$ cat config.mk
export PLATFORM = sky130hd
export DESIGN_NAME = imem_wb_loader
export DESIGN_NICKNAME = d
export VERILOG_FILES = /design/src/rtl/imem_wb_loader.sv
export SDC_FILE = /design/constraint.sdc
export NUM_CORES = 1
export LEC_CHECK = 0
export CAP_MARGIN = 0
export CORE_MARGIN = 4
export CORE_UTILIZATION = 56
export CTS_CLUSTER_SIZE = 24
export DETAILED_ROUTE_END_ITERATION = 10
export GPL_TIMING_DRIVEN = 0
export PLACE_DENSITY = 0.84
export SKIP_LAST_GASP = 1
export SYNTH_ARGS = -nofsm -noshare
export SYNTH_HDL_FRONTEND = slang
export SYNTH_SLANG_ARGS = --single-unit
$ cat constraint.sdc
create_clock -name wb_clk_i -period 4 [get_ports wb_clk_i]
set_input_delay 1 -clock wb_clk_i [delete_from_list [all_inputs] [get_ports wb_clk_i]]
set_output_delay 1 -clock wb_clk_i [all_outputs]
set_load 0.01 [all_outputs]
$ cat src/rtl/imem_wb_loader.sv
// Wishbone master that streams a length-prefixed byte image into instruction SRAM,
// one single-beat 32-bit write per assembled little-endian word.
module imem_wb_loader #(
    parameter logic [7:0]  BASE_ADDR   = 8'h00,
    parameter int unsigned ACK_TIMEOUT = 16
) (
    input  logic        wb_clk_i,
    input  logic        wb_rst_n,
    input  logic        start_i,
    input  logic        byte_valid_i,
    input  logic [7:0]  byte_data_i,
    output logic        byte_ready_o,
    output logic        wbm_cyc_o,
    output logic        wbm_stb_o,
    output logic        wbm_we_o,
    output logic [3:0]  wbm_sel_o,
    output logic [7:0]  wbm_adr_o,
    output logic [31:0] wbm_dat_o,
    input  logic        wbm_ack_i,
    output logic        busy_o,
    output logic        done_o,
    output logic        err_o,
    output logic [8:0]  words_written_o
);

    typedef enum logic [2:0] {
        StIdle,
        StHdr,
        StCollect,
        StWrite,
        StDone,
        StError
    } state_e;

    state_e      state_q, state_d;
    logic [1:0]  idx_q, idx_d;
    logic [8:0]  n_q, n_d;
    logic [8:0]  cnt_q, cnt_d;
    logic [7:0]  tmo_q, tmo_d;
    logic [7:0]  adr_q, adr_d;
    logic [31:0] dat_q, dat_d;

    logic in_write;
    logic take;
    logic [8:0] cnt_inc;

    assign in_write = (state_q == StWrite);
    assign byte_ready_o = (state_q == StHdr) || (state_q == StCollect);
    assign take = byte_valid_i && byte_ready_o;
    assign cnt_inc = cnt_q + 9'd1;

    always_ff @(posedge wb_clk_i or negedge wb_rst_n) begin
        if (!wb_rst_n) begin
            state_q <= StIdle;
            idx_q   <= 2'd0;
            n_q     <= 9'd0;
            cnt_q   <= 9'd0;
            tmo_q   <= 8'd0;
            adr_q   <= 8'd0;
            dat_q   <= 32'd0;
        end else begin
            state_q <= state_d;
            idx_q   <= idx_d;
            n_q     <= n_d;
            cnt_q   <= cnt_d;
            tmo_q   <= tmo_d;
            adr_q   <= adr_d;
            dat_q   <= dat_d;
        end
    end

    always_comb begin
        state_d = state_q;
        idx_d   = idx_q;
        n_d     = n_q;
        cnt_d   = cnt_q;
        tmo_d   = tmo_q;
        adr_d   = adr_q;
        dat_d   = dat_q;
        unique case (state_q)
            StIdle, StDone, StError: begin
                if (start_i) begin
                    state_d = StHdr;
                    cnt_d   = 9'd0;
                    adr_d   = BASE_ADDR;
                end
            end
            StHdr: begin
                if (take) begin
                    // Length byte L encodes L+1 words, so 8'hFF means a full 256-word image.
                    n_d     = {1'b0, byte_data_i} + 9'd1;
                    idx_d   = 2'd0;
                    state_d = StCollect;
                end
            end
            StCollect: begin
                if (take) begin
                    dat_d[{idx_q, 3'b000} +: 8] = byte_data_i;
                    idx_d = idx_q + 2'd1;
                    if (idx_q == 2'd3) begin
                        state_d = StWrite;
                        tmo_d   = 8'd0;
                    end
                end
            end
            StWrite: begin
                if (wbm_ack_i) begin
                    cnt_d   = cnt_inc;
                    adr_d   = adr_q + 8'd1;
                    state_d = (cnt_inc == n_q) ? StDone : StCollect;
                end else if (tmo_q == 8'(ACK_TIMEOUT - 1)) begin
                    state_d = StError;
                end else begin
                    tmo_d = tmo_q + 8'd1;
                end
            end
            default: state_d = StIdle;
        endcase
    end

    assign wbm_cyc_o       = in_write;
    assign wbm_stb_o       = in_write;
    assign wbm_we_o        = in_write;
    assign wbm_sel_o       = {4{in_write}};
    assign wbm_adr_o       = adr_q;
    assign wbm_dat_o       = dat_q;
    assign busy_o          = byte_ready_o || in_write;
    assign done_o          = (state_q == StDone);
    assign err_o           = (state_q == StError);
    assign words_written_o = cnt_q;

endmodule

==> results of run 1 <==
## where the power goes
part | total [W] | internal (W) | switching [W]
Combinational | 0.00191 | 0.000924 | 0.000985
Clock | 0.000642 | 0.000355 | 0.000288
Sequential | 0.00122 | 0.000990 | 0.000229
## state kept, by name, summed over array words and instances, names as in the netlist
| register | cells |
|---|---|
| n_q | 9 |
| words_written_o | 9 |
| state_q | 3 |
| tmo_q | 8 |
| wbm_adr_o | 8 |
| wbm_dat_o | 32 |
| idx_q | 2 |
## cell type report
cell class / count / share of cell area [%]
Buffer: 31 / 3.15
Clock buffer: 10 / 2.68
Clock inverter: 6 / 1.94
Inverter: 10 / 0.788
Multi-Input combinational cell: 310 / 37.7
Sequential cell: 71 / 37.3
Tap cell: 77 / 2.02
Timing Repair Buffer: 69 / 14.4
## critical path: cells and delay by family (launching register included)
family | cells | cell delay [ns]
flip-flops | 1 | 0.32
AND/OR/NAND/NOR | 2 | 0.41
buffers and inverters | 5 | 1.29
## worst max path at each step
| stage | endpoint | depth (start not counted) |
|---|---|---|
| 3_3_place_gp | wbm_dat_o[13] | 1 |
| 3_5_place_dp | wbm_sel_o[0] | 7 |
| 6_report | wbm_sel_o[0] | 7 |
| 2_1_floorplan | wbm_sel_o[0] | 6 |
| 5_1_grt | wbm_sel_o[0] | 7 |
| 4_1_cts | wbm_sel_o[0] | 7 |
## layer usage
metal / part of all wire, % / track usage [%] / vias up
li1: - / - / 1619
met1: 43 / 30.3 / 1627
met2: 48 / 37.4 / 138
met3: 6.8 / 5.84 / 24
met4: 2.2 / 9.44 / 0
met5: 0 / 0 / -
## cell usage in the layout, fill, tap and decap left out, types with 6 or more instances in the layout
cell and instances:
nand2_1 102, dfrtp_1 71, clkdlybuf4s50_1 68, o21ai_1 40, nor2_1 18, clkbuf_1 16, o21ai_0 13, xor2_1 12
xnor2_1 11, nand3_1 10, ha_1 10, buf_2 9, a21oi_1 9, clkbuf_8 9, nor3_1 7, a22o_1 7
buf_4 7, inv_1 6
## cells by family (layout without fill, tap and decap cells)
family	after synthesis	in the layout	synth area share, %
XOR/XNOR	24	24	5.79
adder cells (fa/ha/maj)	10	10	3.33
multiplexers	4	4	1.10
flip-flops	71	71	47.3
AO/OA/AOI/OAI	98	98	16.3
AND/OR/NAND/NOR	174	174	21.2
buffers and inverters	41	126	4.99
## stage by stage
step                      util [%]  TNS, ns  setup slack, ns  power, W
final                         74.2        0            0.632   0.00377
after global routing          74.2        0            0.473   0.00403
after CTS                     74.2        0            0.615   0.00378
after detailed placement      70.7        0             1.01   0.00313
after global placement        70.8   -27.68           -0.395   0.00305
after floorplan                  -        0             1.73   0.00230
==> flow_summary.toml, run 1 <==
[placed_design]
place.gp.congestion = 0.879
portBuffers = 69
dp_hpwl_um = 6600
dp.cells = 568
postPlaceCellArea_sq_um = 4540

[cells_and_area]
num-fill-cells = 451
nNetsFinal = 525
final_cells = 584
syn2layout_area_growth_pct = 26.7
seqCellArea_sq_um = 1780
antenna_cells = 0
multiInputGateArea_sq_um = 1790
drive_above_1_share_pct = 8.48
final_cell_area_sq_um = 4760

[synthesis]
netlist.area_leader.share_pct = 47.3
syn_area_sq_um = 3760
yosysMostFrequentCell = "nand2_1"
synthFlopType = "dfrtp_1"
syn_area_per_cell_sq_um = 8.91
synth_edf_count = 0
synthTopCellsByArea = "dfrtp_1, nand2_1, o21ai_1"
synthTopCellsByCount = "nand2_1, dfrtp_1, o21ai_1, nor2_1, clkbuf_1"
synth_seq_cells = 71
ys_async_sr_fraction_pct = 100
syn_nets = 445
synth.distinct_cells = 56
synth_top_area_cell = "dfrtp_1"
ys_seq_area_share_pct = 47.3
synth_warnings = 0
synthCells = 422

[clock_network]
htree_levels = 3
path_clk_slew_ns = 0.08
clk_path_buf_depth = 2
cts-root-buf = "clkbuf_8"
post_cts_buffers = 0
numCtsBuffers = 9
ctsResizeCount = 0
clk_latency_ns = 0.35
cts_hold_buf = 0
cts_tree = "yes"
clock_sinks = 71

[timing]
finalMaxSlewViolations = 0
rsz0062_at_grt = "false"
min_period_ns = 3.37
max_freq_mhz = 297
fin_skew_ns = 0.0100
setup_viol = 0
slew_headroom_pct = 34.7
fin_crit_sh_pct = 84.2
worst_pin_slew_ns = 0.977
hold_slack_ns = 0.487
final-hold-violation-count = 0

[die]
die_h_um = 89.9
die_x_um = 89.9
fp-row-count = 29
initial_core_util_pct = 58.5
core_sq_um = 6420
die-area_sq_um = 8090
ios = 73

[setup_path]
slowest_stage = "clkdlybuf4s50_1"
r2r-start = "words_written_o[1]"
cp-end-kind = "output port"
crit_chain = "buf_2 > nor2b_2 > nand2_1 > inv_2 > buf_2 > buf_4 > clkdlybuf4s50_1"
crit_path_max_incr_delay_ns = 0.53
startpoint_type = "register"
worst-path-max-fanout = 16
cp.required_ns = 3.00
rr_worst_depth = 6
startpoint = "state_q[0]"
ff2ff_setup_slack_ns = 1.80
critPathArrivalTime_ns = 2.37
reg2reg_to = "state_q[2]"
crit_top_cell = "buf_2"
crit_type = "register to output port"

[global_routing]
antenna_found_initial = 0
grt_max_degree = 72
grt_pass1_wl_um = 15600
grt_overflow = 0
grt_pass1_vias = 3337
grt_use_total_pct = 23.3

[hold_path]
hold_class = "register to register"
holdCritStartpoint = "wbm_dat_o[24]"
whs_endpoint = "wbm_dat_o[24]"
holdPathStages = 2

[run]
maxCapViolCount = 0

[routing]
route.detailed.drc = 0
drt-initial-drc-count = 159
drt-pass1-iter-count = 5
ant_nets = 0
wl_per_cell_um = 15.9
vias = 3408
viasPerCell = 5.84
wirelength_um = 9260

[pwr]
p_leak_nw = 2.03
peakVddDrop_uv = 483
powerDensity_nw_per_um2 = 792

[run_status]
status = "finished clean"
Note: power is estimated with default switching activity, not from simulation.
==> run 2, diff against run 1 <==
--- a/config.mk
+++ b/config.mk
@@ -7,11 +7,11 @@
 export LEC_CHECK = 0
 export CAP_MARGIN = 0
 export CORE_MARGIN = 4
-export CORE_UTILIZATION = 56
+export CORE_UTILIZATION = 52
 export CTS_CLUSTER_SIZE = 24
 export DETAILED_ROUTE_END_ITERATION = 10
 export GPL_TIMING_DRIVEN = 0
-export PLACE_DENSITY = 0.84
+export PLACE_DENSITY = 0.79
 export SKIP_LAST_GASP = 1
 export SYNTH_ARGS = -nofsm -noshare
 export SYNTH_HDL_FRONTEND = slang
==> constraint.sdc (replaced) <==
create_clock -name wb_clk_i -period 3.2 [get_ports wb_clk_i]
set_input_delay 0.8 -clock wb_clk_i [delete_from_list [all_inputs] [get_ports wb_clk_i]]
set_output_delay 0.8 -clock wb_clk_i [all_outputs]
set_load 0.01 [all_outputs]
==> flow_summary.toml, run 2 (synthesized netlist as in run 1, its figures left out) <==
[run_status]
status = "finished clean"

[die]
die-area_sq_um = 8650
ios = 73
fp-row-count = 30
initial_core_util_pct = 54.4
core_sq_um = 6910
die_h_um = 93.0
die_x_um = 93.0

[cells_and_area]
drive_above_1_share_pct = 8.10
num-fill-cells = 562
final_cells = 602
largest_reg_flops = 32
final_common_cell = "nand2_1"
syn2layout_area_growth_pct = 26.1
layout_common_cells = "nand2_1, dfrtp_1, clkdlybuf4s50_1, o21ai_1, nor2_1"
nNetsFinal = 524
antenna_cells = 0

[global_routing]
grt.busiest_layer = "met2"
grt_max_degree = 72
grt_overflow = 0
grtUsageMet1_pct = 31.8
grt_use_met2_pct = 34.4
grt_pass1_vias = 3313
met3_usage_pct = 5.23
grt_use_total_pct = 22.7
antenna_found_initial = 0
grt_pass1_wl_um = 15700

[timing]
worst_pin_slew_ns = 0.920
final-hold-violation-count = 0
setup_ws_ns = 0.209
max_freq_mhz = 334
fin_skew_ns = 0.00561
slew_headroom_pct = 38.5
rsz0062_at_grt = "false"
setup_viol = 0
min_period_ns = 2.99
finalMaxSlewViolations = 0
fin_crit_sh_pct = 93.5

[placed_design]
pre_cts_ws_ns = 0.392
portBuffers = 69
place.gp.congestion = 0.864
dp.cells = 587
dp_hpwl_um = 6620

[clock_network]
htree_levels = 3
cts-root-buf = "clkbuf_8"
path_clk_slew_ns = 0.07
clock_sinks = 71
post_cts_buffers = 0
cts_tree = "yes"
cts_hold_buf = 0
clk_path_buf_depth = 2
numCtsBuffers = 9
clk_latency_ns = 0.34

[routing]
viasPerCell = 5.58
drt-initial-drc-count = 161
wirelength_um = 9230
wl_per_cell_um = 15.3
vias = 3358
drt-pass1-iter-count = 4
ant_nets = 0
route.detailed.drc = 0

[setup_path]
worst-path-max-fanout = 20
startpoint_type = "register"
ff2ff_setup_slack_ns = 1.06
crit_end = "wbm_sel_o[3]"
cp-end-kind = "output port"
startpoint = "state_q[0]"
critPathArrivalTime_ns = 2.19
crit_type = "register to output port"
r2r-start = "words_written_o[1]"
reg2reg_to = "state_q[2]"
rr_worst_depth = 6
cp.required_ns = 2.40

[pwr]
p_leak_nw = 2.02
peakVddDrop_uv = 464
p_total_w = 0.00455
powerDensity_nw_per_um2 = 961

[run]
maxCapViolCount = 0

[hold_path]
hold_class = "register to register"
[run 2: cell types whose count changed in the layout (fill, tap and decap cells not counted), sizes merged]
cell and change:
buf -1, bufinv -2, clkbuf +3, clkinv +2, clkinvlp -1, inv -2
[run 2: worst min-delay path by stage]
stage,from,end,slack [ns],cells after the start
final,wbm_dat_o[25],wbm_dat_o[25],0.48,2
after global routing,wbm_dat_o[24],wbm_dat_o[24],0.53,2
after CTS,wbm_dat_o[25],wbm_dat_o[25],0.49,2
after detailed placement,wbm_dat_o[25],wbm_dat_o[25],0.47,2
after global placement,wbm_dat_o[15],wbm_dat_o[15],0.47,2
after floorplan,n_q[8],n_q[8],0.46,2
[run 2: stage by stage]
step                utilization, %  area, sq um  setup TNS (ns)  hold WS [ns]
floorplan                        -         3760               0         0.460
finish                        68.6         4740               0         0.484
CTS                           68.6         4740               0         0.492
global route                  68.6         4740               0         0.527
global placement              66.2         4570          -75.72         0.472
detailed placement            66.1         4570               0         0.474
[run 2: where the power goes]
group          internal [W]  leakage (nW)  switching (W)  total (W)
Sequential          0.00124         0.944       0.000287    0.00153
Combinational       0.00115         0.982        0.00122    0.00237
Clock              0.000322        0.0894       0.000338   0.000660
[run 2: worst max-delay path, cell delays in order (launching register included)]
cell	delay, ns
dfrtp_1	0.32
buf_2	0.18
nor2b_2	0.30
nand2_1	0.13
clkinv_2	0.22
buf_4	0.16
clkdlybuf4s50_1	0.53
[run 2: area by class of cell]
class / instances / area, sq um / area share, %
Clock buffer: 13 / 159 / 3.35
Timing Repair Buffer: 69 / 688 / 14.5
Buffer: 30 / 145 / 3.06
Inverter: 10 / 38.8 / 0.818
Tap cell: 96 / 120 / 2.53
Clock inverter: 3 / 17.5 / 0.370
Multi-Input combinational cell: 310 / 1790 / 37.9
Sequential cell: 71 / 1780 / 37.5
[run 2: layer usage]
metal	routed length, um	up-vias
met5	0	-
met4	184	0
met3	627	17
met2	4210	136
met1	4200	1587
li1	-	1618
[run 2: repair_timing]
| item | in CTS | in global routing |
|---|---|---|
| resized for setup | 0 | 1 |
| endpoints found under the hold margin | 0 | 0 |
| setup endpoints to repair | 1 | 1 |
